$ cat src/rtl/stdmacro_dffe_pipe.sv
// Elastic register pipeline with per-stage valid bits, bubble collapse and flush.
// Stage data registers are enable-gated so bubbles never disturb the data path.
module stdmacro_dffe_pipe #(
  parameter int                   DFF_WIDTH       = 1,
  parameter logic [DFF_WIDTH-1:0] DFF_RESET_VALUE = '0,
  parameter int                   PIPE_DEPTH      = 2,
  localparam int                  CW              = $clog2(PIPE_DEPTH + 1)
) (
  input  logic                 clk,
  input  logic                 aresetn,
  input  logic                 flush,
  input  logic                 s_valid,
  output logic                 s_ready,
  input  logic [DFF_WIDTH-1:0] s_data,
  output logic                 m_valid,
  input  logic                 m_ready,
  output logic [DFF_WIDTH-1:0] m_data,
  output logic [CW-1:0]        count
);

  logic [PIPE_DEPTH-1:0] v;
  logic [PIPE_DEPTH-1:0] v_nxt;
  logic [PIPE_DEPTH-1:0] in_v;
  logic [PIPE_DEPTH-1:0] rdy;
  logic [PIPE_DEPTH-1:0] d_en;
  logic                  rdy_acc;
  logic [CW-1:0]         cnt_nxt;
  logic [DFF_WIDTH-1:0]  d [PIPE_DEPTH];

  // Readiness ripples from the output side back toward the input.
  always_comb begin
    rdy     = '0;
    rdy_acc = !v[PIPE_DEPTH-1] || m_ready;
    rdy[PIPE_DEPTH-1] = rdy_acc;
    for (int i = PIPE_DEPTH - 2; i >= 0; i--) begin
      rdy_acc = !v[i] || rdy_acc;
      rdy[i]  = rdy_acc;
    end
  end

  always_comb begin
    in_v    = '0;
    v_nxt   = '0;
    d_en    = '0;
    cnt_nxt = '0;
    in_v[0] = s_valid;
    for (int i = 1; i < PIPE_DEPTH; i++) begin
      in_v[i] = v[i-1];
    end
    for (int i = 0; i < PIPE_DEPTH; i++) begin
      v_nxt[i] = flush ? 1'b0 : (rdy[i] ? in_v[i] : v[i]);
      d_en[i]  = rdy[i] && !flush && in_v[i];
      cnt_nxt  = cnt_nxt + CW'(v_nxt[i]);
    end
  end

  always_ff @(posedge clk or negedge aresetn) begin
    if (!aresetn) begin
      v     <= '0;
      count <= '0;
      for (int i = 0; i < PIPE_DEPTH; i++) begin
        d[i] <= DFF_RESET_VALUE;
      end
    end else begin
      v     <= v_nxt;
      count <= cnt_nxt;
      if (d_en[0]) d[0] <= s_data;
      for (int i = 1; i < PIPE_DEPTH; i++) begin
        if (d_en[i]) d[i] <= d[i-1];
      end
    end
  end

  assign s_ready = rdy[0] && !flush;
  assign m_valid = v[PIPE_DEPTH-1] && !flush;
  assign m_data  = d[PIPE_DEPTH-1];

endmodule

$ cat config.mk
export PLATFORM = sky130hd
export DESIGN_NAME = stdmacro_dffe_pipe
export DESIGN_NICKNAME = d
export VERILOG_FILES = /design/src/rtl/stdmacro_dffe_pipe.sv
export SDC_FILE = /design/constraint.sdc
export NUM_CORES = 1
export LEC_CHECK = 0
export ABC_AREA = 1
export BUFFER_PORTS_ARGS = -buffer_cell sky130_fd_sc_hd__buf_2
export CAP_MARGIN = 10
export CORE_AREA = 2 2 39 41
export DETAILED_ROUTE_END_ITERATION = 8
export DIE_AREA = 0 0 41 43
export PLACE_DENSITY = 0.42
export SETUP_SLACK_MARGIN = 0.1
export SYNTH_ARGS = -nofsm -noshare
export SYNTH_HDL_FRONTEND = slang
export SYNTH_SLANG_ARGS = --single-unit
$ cat constraint.sdc
create_clock -name clk -period 2.18 [get_ports clk]
set_clock_uncertainty 0.1 [all_clocks]
set_input_delay 0.545 -clock clk [delete_from_list [all_inputs] [get_ports clk]]
set_output_delay 0.545 -clock clk [all_outputs]
set_load 0.01 [all_outputs]
==> metrics.txt, run 1 <==
count of final hold-check violations 0; Chip Width 41 um; Startpoint Class input pin; Clock Sinks 6; clk root buf clkbuf_4; final period utilization 0.774; initial antenna violation count 0; Die Y-Extent 43 um; first-pass GRT wire length 738 um; final worst slack 0.492 ns; initial drt markers 0; Cell Count Post-Placement 53; crit path DAT 1.04 ns; Max IR drop VDD 0.190 mV; Pwr per Cell Area 741 nW/um2; I/O pin total 11; core area 1380 um2; max_cap viols 0; # resized after CTS 0; Starting Density 0.190; Critical Path Sink Type output pin; final setup fails 0; Synth Instances 27; row cnt 14; register area share after synthesis 0.571; Final Critical Period 1.69 ns; Required @ worst endpoint 1.53 ns; worst-path maximum fanout 4; WL/cell 8.05 um; drt pass-1 iters 1; TritonCTS clock tree built; share of layout cells above drive strength 1 0.425; Netlist cell types 10; largest net degree at the start of global routing 7; leakage power 0.202 nW; GPL Wtd Cong 0.529; pre-CTS setup slack 0.480 ns; wirelength, routed 451 um; Clock Tree Buf Depth 2; final std cells w/o fill 56; Remaining DRCs 0; htree depth 1; ANT nets after route 0; total CTS buffers 3; synth warn 0; RSZ-0062 raised after global routing false; Area after DPL 333 um2; commonest non-fill, non-tap cell in the layout buf_2; Fmax achieved 0.592 GHz; syn nets 34; number of port buffers 10; setup TNS 0 ns; status finished, final reports clean; WS Path Type input pin to output pin; Hold-fix buffers, CTS 0; HP Class input pin to async pin; most frequent cells in the layout buf_2 (10), inv_1 (6), dfrtp_1 (6); DP Wirelength 356 um; vias per cell 3.70; Post-Syn Area 263 um2; P&R area growth vs syn 35.2%; worst-skew pair later-pin latency 0.24 ns; GRT overflow 0; total vias in the final route 207; Worst R2R Path Depth 3; worst slew pin tran 0.192 ns; clock slew at reported path FFs 0.04 ns; filler cell count 153; antenna diode count 0; #FFs+latches synth 6; Syn Area/Cell 9.73 um2; Pins Over Slew Limit 0; Die Area 1760 um2; Overall Global Routing Usage 0.0660; slew margin rel. 0.872; # Post-CTS Setup Buffers 0; vias in the first global route 189; Nets 49; final instance area 355 um2
[flip-flops by register name (all words and copies together), names as in the netlist]
name and cells:
d 1, v 2, m_data 1, count 2
[worst paths after layout]
| check | startpoint | end | slack (ns) |
|---|---|---|---|
| max | m_ready | s_ready | 0.49 |
| min | aresetn | m_data | 0.02 |
| max reg2reg | v[0] | count[0] | 0.98 |
| min reg2reg | d[1] | d[1] | 0.37 |
| max in group asynchronous | aresetn | count[0] | 1.83 |
| min in group clk | d[1] | d[1] | 0.37 |
[cell usage after synthesis, drive strengths merged]
library cell | n | area share
o21ai | 1 | 0.019
nand4 | 1 | 0.024
nand3 | 3 | 0.11
nor2 | 1 | 0.014
nand2 | 5 | 0.071
inv | 7 | 0.10
a21oi | 2 | 0.038
dfrtp | 6 | 0.57
ha | 1 | 0.048
[kinds of logic after synthesis]
logic type | after synthesis | share of synthesized area
AOI/OAI and AO/OA | 3 | 0.0571
buffers and inverters | 7 | 0.100
adders and majority gates | 1 | 0.0476
DFF | 6 | 0.571
and+or+nand+nor | 10 | 0.224
[per-layer routing]
layer / vias up / global-route usage / wire length, um
li1: 112 / - / -
met1: 87 / 0.0700 / 228
met2: 8 / 0.0906 / 183
met3: 0 / 0.0314 / 39
met4: 0 / 0.0600 / 0
met5: - / 0 / 0
[stage by stage]
step           hold WS, ns  power (W)  utilization
2_1_floorplan        0.149   0.000148            -
3_3_place_gp         0.273   0.000167        0.241
3_5_place_dp         0.273   0.000166        0.241
4_1_cts            0.00960   0.000271        0.257
5_1_grt            0.00853   0.000284        0.257
6_report            0.0176   0.000263        0.257
[layout make-up]
| cell class | instances | area [um2] | area share |
|---|---|---|---|
| clock buffer | 3 | 22.5 | 0.0634 |
| timing repair buffer | 10 | 50.0 | 0.141 |
| multi-input combinational | 14 | 86.3 | 0.243 |
| tap | 16 | 20.0 | 0.0563 |
| inverter | 7 | 26.3 | 0.0739 |
| sequential | 6 | 150 | 0.423 |
[worst max-delay path: stages]
cell and delay (ns):
buf_2 0.09, inv_1 0.07, nand3_2 0.10, nand2_1 0.08
inv_1 0.03, buf_2 0.12
[power by group]
part	leakage, nW	switching, W	internal [W]
clock network	0.0138	0.0000372	0.0000621
logic	0.110	0.0000205	0.0000157
registers	0.0778	0.00000522	0.000123
(Power assumes the default switching activity.)
==> inputs of run 2 (changes only) <==
==> constraint.sdc (replaced) <==
create_clock -name clk -period 1.6 [get_ports clk]
set_clock_uncertainty 0.1 [all_clocks]
set_input_delay 0.4 -clock clk [delete_from_list [all_inputs] [get_ports clk]]
set_output_delay 0.4 -clock clk [all_outputs]
set_load 0.01 [all_outputs]
==> run 2 against run 1 <==
Against the previous run:
- register-to-register slack got worse by 0.66 ns
- die area did not move
- design area rose by 4.9%
- critical path depth fell by 2
- clock-buffer cell count did not move
- routed wire length rose by 0.44%
- global-route usage fell by 0.31 points
- first-iteration DRC count rose by 3
- flip-flop and latch count did not move
- combinational power rose by 43%
- sequential share of layout area fell by 2.0 points
- critical path type is now flop to output pin
- highest routed layer unchanged
==> metrics.txt, run 2 (same netlist as run 1, synthesis figures left out) <==
WS Path Type flop to output pin (was input pin to output pin); final total power 0.000359 W (was 0.000263 W); initial drt markers 3 (was 0); ANT nets after route 0 (unchanged); slew margin rel. 0.870 (was 0.872); clk root buf clkbuf_4 (unchanged); most frequent cells in the layout buf_2 (10), inv_1 (6), dfrtp_1 (6) (unchanged); Die Y-Extent 43 um (unchanged); status finished, final reports clean (unchanged); count of final hold-check violations 0 (unchanged); CP top delay family flip-flops (was buffers and inverters); Fmax achieved 0.705 GHz; vias in the first global route 180 (was 189); Pins Over Slew Limit 0 (unchanged); post-layout util 0.269 (was 0.257); wirelength, routed 453 um (was 451 um); CP max-delay cell dfrtp_1 (was buf_2); pre-CTS setup slack 0.196 ns (was 0.480 ns); HP Class input pin to flop (was input pin to async pin); leakage power 0.210 nW (was 0.202 nW); Hold WS 0.300 ns (was 0.0176 ns); drt pass-1 iters 2 (was 1); final setup fails 0 (unchanged); WL/cell 7.81 um (was 8.05 um); worst-path maximum fanout 3 (was 4); Overall Global Routing Usage 0.0629 (was 0.0660); total CTS buffers 3 (unchanged); commonest non-fill, non-tap cell in the layout buf_2 (unchanged); Required @ worst endpoint 1.10 ns (was 1.53 ns); core area 1380 um2 (unchanged); total vias in the final route 211 (was 207); CP bufs+invs 2 (was 4); CP max stage delay 0.38 ns (was 0.12 ns); htree depth 1 (unchanged); first-pass GRT wire length 683 um (was 738 um); number of port buffers 10 (unchanged); Pwr per Cell Area 963 nW/um2 (was 741 nW/um2); Chip Width 41 um (unchanged); cell chain of the critical path nand3_2, nand2_1, inv_1, buf_2 (was buf_2, inv_1, nand3_2, nand2_1, inv_1, buf_2); Startpoint Class flop (was input pin); largest net degree at the start of global routing 7 (unchanged); Die Area 1760 um2 (unchanged); vias per cell 3.64 (was 3.70); worst slew pin tran 0.196 ns (was 0.192 ns); Nets 51 (was 49); row cnt 14 (unchanged); Clock Sinks 6 (unchanged); filler cell count 147 (was 153); setup TNS 0 ns (unchanged); final worst slack 0.181 ns (was 0.492 ns); P&R area growth vs syn 41.9% (was 35.2%); Largest regs count (2), v (2) (unchanged); worst-skew pair later-pin latency 0.24 ns (about the same); clock slew at reported path FFs 0.04 ns (about the same); DP Wirelength 347 um (was 356 um); I/O pin total 11 (unchanged); crit path DAT 0.92 ns (was 1.04 ns); max_cap viols 0 (unchanged); Starting Density 0.190 (unchanged); antenna diode count 0 (unchanged); GRT overflow 0 (unchanged); Clock Tree Buf Depth 2 (unchanged); initial antenna violation count 0 (unchanged); RSZ-0062 raised after global routing false (unchanged); final period utilization 0.887; Critical Path Sink Type output pin (unchanged); Remaining DRCs 0 (unchanged); share of layout cells above drive strength 1 0.429 (was 0.425); Max IR drop VDD 0.252 mV (was 0.190 mV); GPL Wtd Cong 0.546 (was 0.529); Final Critical Period 1.42 ns; TritonCTS clock tree built (unchanged)
-- run 2: changes by cell type in the layout (fill, tap and decap cells not counted) --
| cell | before | now |
|---|---|---|
| dlygate4sd3_1 | 0 | 1 |
| buf_4 | 0 | 1 |
-- run 2: worst reg2reg max path, cell delays in order, from the launching register on --
cell and delay (ns):
dfrtp_1 0.38, nand3_2 0.09, buf_4 0.15, a21oi_1 0.18, ha_1 0.26
-- run 2: path summary, 6_finish.rpt --
path | cells after the start | from | slack [ns] | end
max | 4 | v[0] | 0.18 | s_ready
min | 2 | flush | 0.30 | v[0]
max reg2reg | 4 | v[0] | 0.32 | count[0]
min reg2reg | 2 | d[1] | 0.37 | d[1]
max in group asynchronous | 2 | aresetn | 0.85 | v[1]
min in group asynchronous | 2 | aresetn | 0.41 | m_data
-- run 2: where the power goes --
group | internal [W] | switching, W
clock | 0.0000844 | 0.0000488
combinational | 0.0000232 | 0.0000285
sequential | 0.000167 | 0.00000707
-- run 2: layer usage --
layer	wire length, um	vias to the layer above	track usage	part of all wire
li1	-	115	-	-
met1	232	88	0.0797	0.51
met5	0	-	0	0
met4	0	0	0.0600	0
met2	178	8	0.0719	0.39
met3	42	0	0.0314	0.093
-- run 2: what timing repair did --
action	CTS	global route
buffers inserted	0	1
endpoints found under the setup margin	0	1
endpoints found under the hold margin	6	0
resized for setup	0	0
hold buffers	1	0
-- run 2: metrics by stage --
step	cell area, um2	cells
final	373	58
after global routing	373	58
after CTS	365	57
after detailed placement	333	53
after global placement	333	53
after floorplan	263	27
-- run 2: final cells by class --
| type | instances | area, um2 | share of cell area |
|---|---|---|---|
| Tap cell | 16 | 20.0 | 0.0537 |
| Sequential cell | 6 | 150 | 0.403 |
| Inverter | 7 | 26.3 | 0.0705 |
| Timing Repair Buffer | 12 | 67.6 | 0.181 |
| Multi-Input combinational cell | 14 | 86.3 | 0.232 |
| Clock buffer | 3 | 22.5 | 0.0604 |
==> inputs of run 3 (changes only) <==
==> constraint.sdc (replaced) <==
create_clock -name clk -period 1.5 [get_ports clk]
set_clock_uncertainty 0.1 [all_clocks]
set_input_delay 0.375 -clock clk [delete_from_list [all_inputs] [get_ports clk]]
set_output_delay 0.375 -clock clk [all_outputs]
set_load 0.01 [all_outputs]
==> run 3 against run 2 <==
Against the previous run:
- sequential power up 6%
- critical path depth unchanged
- register-to-register slack worse by 0.18 ns
==> metrics.txt, run 3 (same netlist as run 1, synthesis figures left out) <==
Starting Density 0.190 (unchanged); Cell Count Post-Placement 53 (unchanged); filler cell count 152 (was 147); first-pass GRT wire length 724 um (was 683 um); slew margin rel. 0.866 (was 0.870); Overall Global Routing Usage 0.0649 (was 0.0629); total CTS buffers 3 (unchanged); Fmax achieved 0.724 GHz; worst-skew pair later-pin latency 0.24 ns (about the same); cell chain of the critical path nand3_2, nand2_1, inv_1, buf_6 (was nand3_2, nand2_1, inv_1, buf_2); Die Area 1760 um2 (unchanged); final std cells w/o fill 60 (was 58); Pins Over Slew Limit 0 (unchanged); htree depth 1 (unchanged); Clock Tree Buf Depth 2 (unchanged); share of layout cells above drive strength 1 0.455 (was 0.429); Hold WS 0.273 ns (was 0.300 ns); core area 1380 um2 (unchanged); Chip Width 41 um (unchanged); worst-path maximum fanout 2 (was 3); Die Y-Extent 43 um (unchanged); initial antenna violation count 0 (unchanged); pre-CTS setup slack 0.139 ns (was 0.196 ns); setup TNS 0 ns (unchanged); max_cap viols 0 (unchanged); CP max stage delay 0.38 ns (about the same); RSZ-0062 raised after global routing true (was false); DP Wirelength 359 um (was 347 um); wirelength, routed 461 um (was 453 um); Pwr per Cell Area 989 nW/um2 (was 963 nW/um2); commonest non-fill, non-tap cell in the layout buf_2 (unchanged); final period utilization 0.921; initial drt markers 1 (was 3); vias in the first global route 199 (was 180); crit path DAT 0.91 ns (was 0.92 ns); GPL Wtd Cong 0.536 (was 0.546); clk root buf clkbuf_4 (unchanged); worst slew pin tran 0.201 ns (was 0.196 ns); vias per cell 3.72 (was 3.64); Register Area 150 um2 (unchanged); most frequent cells in the layout buf_2 (9), inv_1 (6), dfrtp_1 (6) (was buf_2 (10), inv_1 (6), dfrtp_1 (6)); status finished, final reports clean (unchanged); antenna diode count 0 (unchanged); clock slew at reported path FFs 0.04 ns (about the same); Final Critical Period 1.38 ns; WS Path Type flop to output pin (unchanged); HP Class input pin to flop (unchanged); Clock Sinks 6 (unchanged); Remaining DRCs 0 (unchanged); leakage power 0.221 nW (was 0.210 nW); row cnt 14 (unchanged); WL/cell 7.68 um (was 7.81 um); GRT overflow 0 (unchanged); ANT nets after route 0 (unchanged); drt pass-1 iters 2 (unchanged); area of the multi-input gates 86.3 um2 (unchanged); I/O pin total 11 (unchanged); CP bufs+invs 2 (unchanged); CP top delay family flip-flops (unchanged); Required @ worst endpoint 1.02 ns (was 1.10 ns); Largest regs count (2), v (2) (unchanged); CP max-delay cell dfrtp_1 (unchanged); Critical Path Sink Type output pin (unchanged); final worst slack 0.119 ns (was 0.181 ns); number of port buffers 10 (unchanged); TritonCTS clock tree built (unchanged); Startpoint Class flop (unchanged); Max IR drop VDD 0.393 mV (was 0.252 mV); P&R area growth vs syn 50.0% (was 41.9%); final setup fails 0 (unchanged); largest net degree at the start of global routing 7 (unchanged); Nets 53 (was 51); count of final hold-check violations 0 (unchanged); total vias in the final route 223 (was 211)
## run 3: cell count changes in the layout (fill, tap and decap cells not counted), sizes merged
cell,change
buf,+2
## run 3: worst paths after layout
kind	startpoint	end	slack, ns	cells past startpoint
min	flush	v[0]	0.27	2
max in group asynchronous	aresetn	count[1]	0.78	2
min in group asynchronous	aresetn	m_data	0.39	2
min reg2reg	d[1]	d[1]	0.37	2
max	v[0]	s_ready	0.12	4
max reg2reg	v[0]	count[0]	0.14	5
## run 3: report_power, final
part / switching [W] / internal (W)
logic: 0.0000317 / 0.0000286
registers: 0.00000693 / 0.000178
clock network: 0.0000544 / 0.0000903
## run 3: stage by stage
stage	util	power, W	area (um2)
final	0.285	0.000390	394
after global routing	0.285	0.000424	394
after CTS	0.275	0.000394	380
after detailed placement	0.241	0.000242	333
after global placement	0.241	0.000242	333
after floorplan	-	0.000215	263
## run 3: metal layers
layer | vias to the layer above | track usage | wire [um]
met4 | 0 | 0.0600 | 0
met5 | - | 0 | 0
met1 | 95 | 0.0764 | 240
met2 | 8 | 0.0813 | 176
li1 | 120 | - | -
met3 | 0 | 0.0314 | 44
## run 3: final cells by class
type	count	area share
Sequential cell	6	0.381
Timing Repair Buffer	14	0.225
Multi-Input combinational cell	14	0.219
Inverter	7	0.0667
Clock buffer	3	0.0571
Tap cell	16	0.0508
## run 3: repair_timing
action	in CTS	in global routing
hold buffers	1	0
gates resized for setup	0	1
pin swaps	1	2
endpoints found under the hold margin	6	0
buffers inserted	2	1
cloned	0	0
setup endpoints to repair	1	2
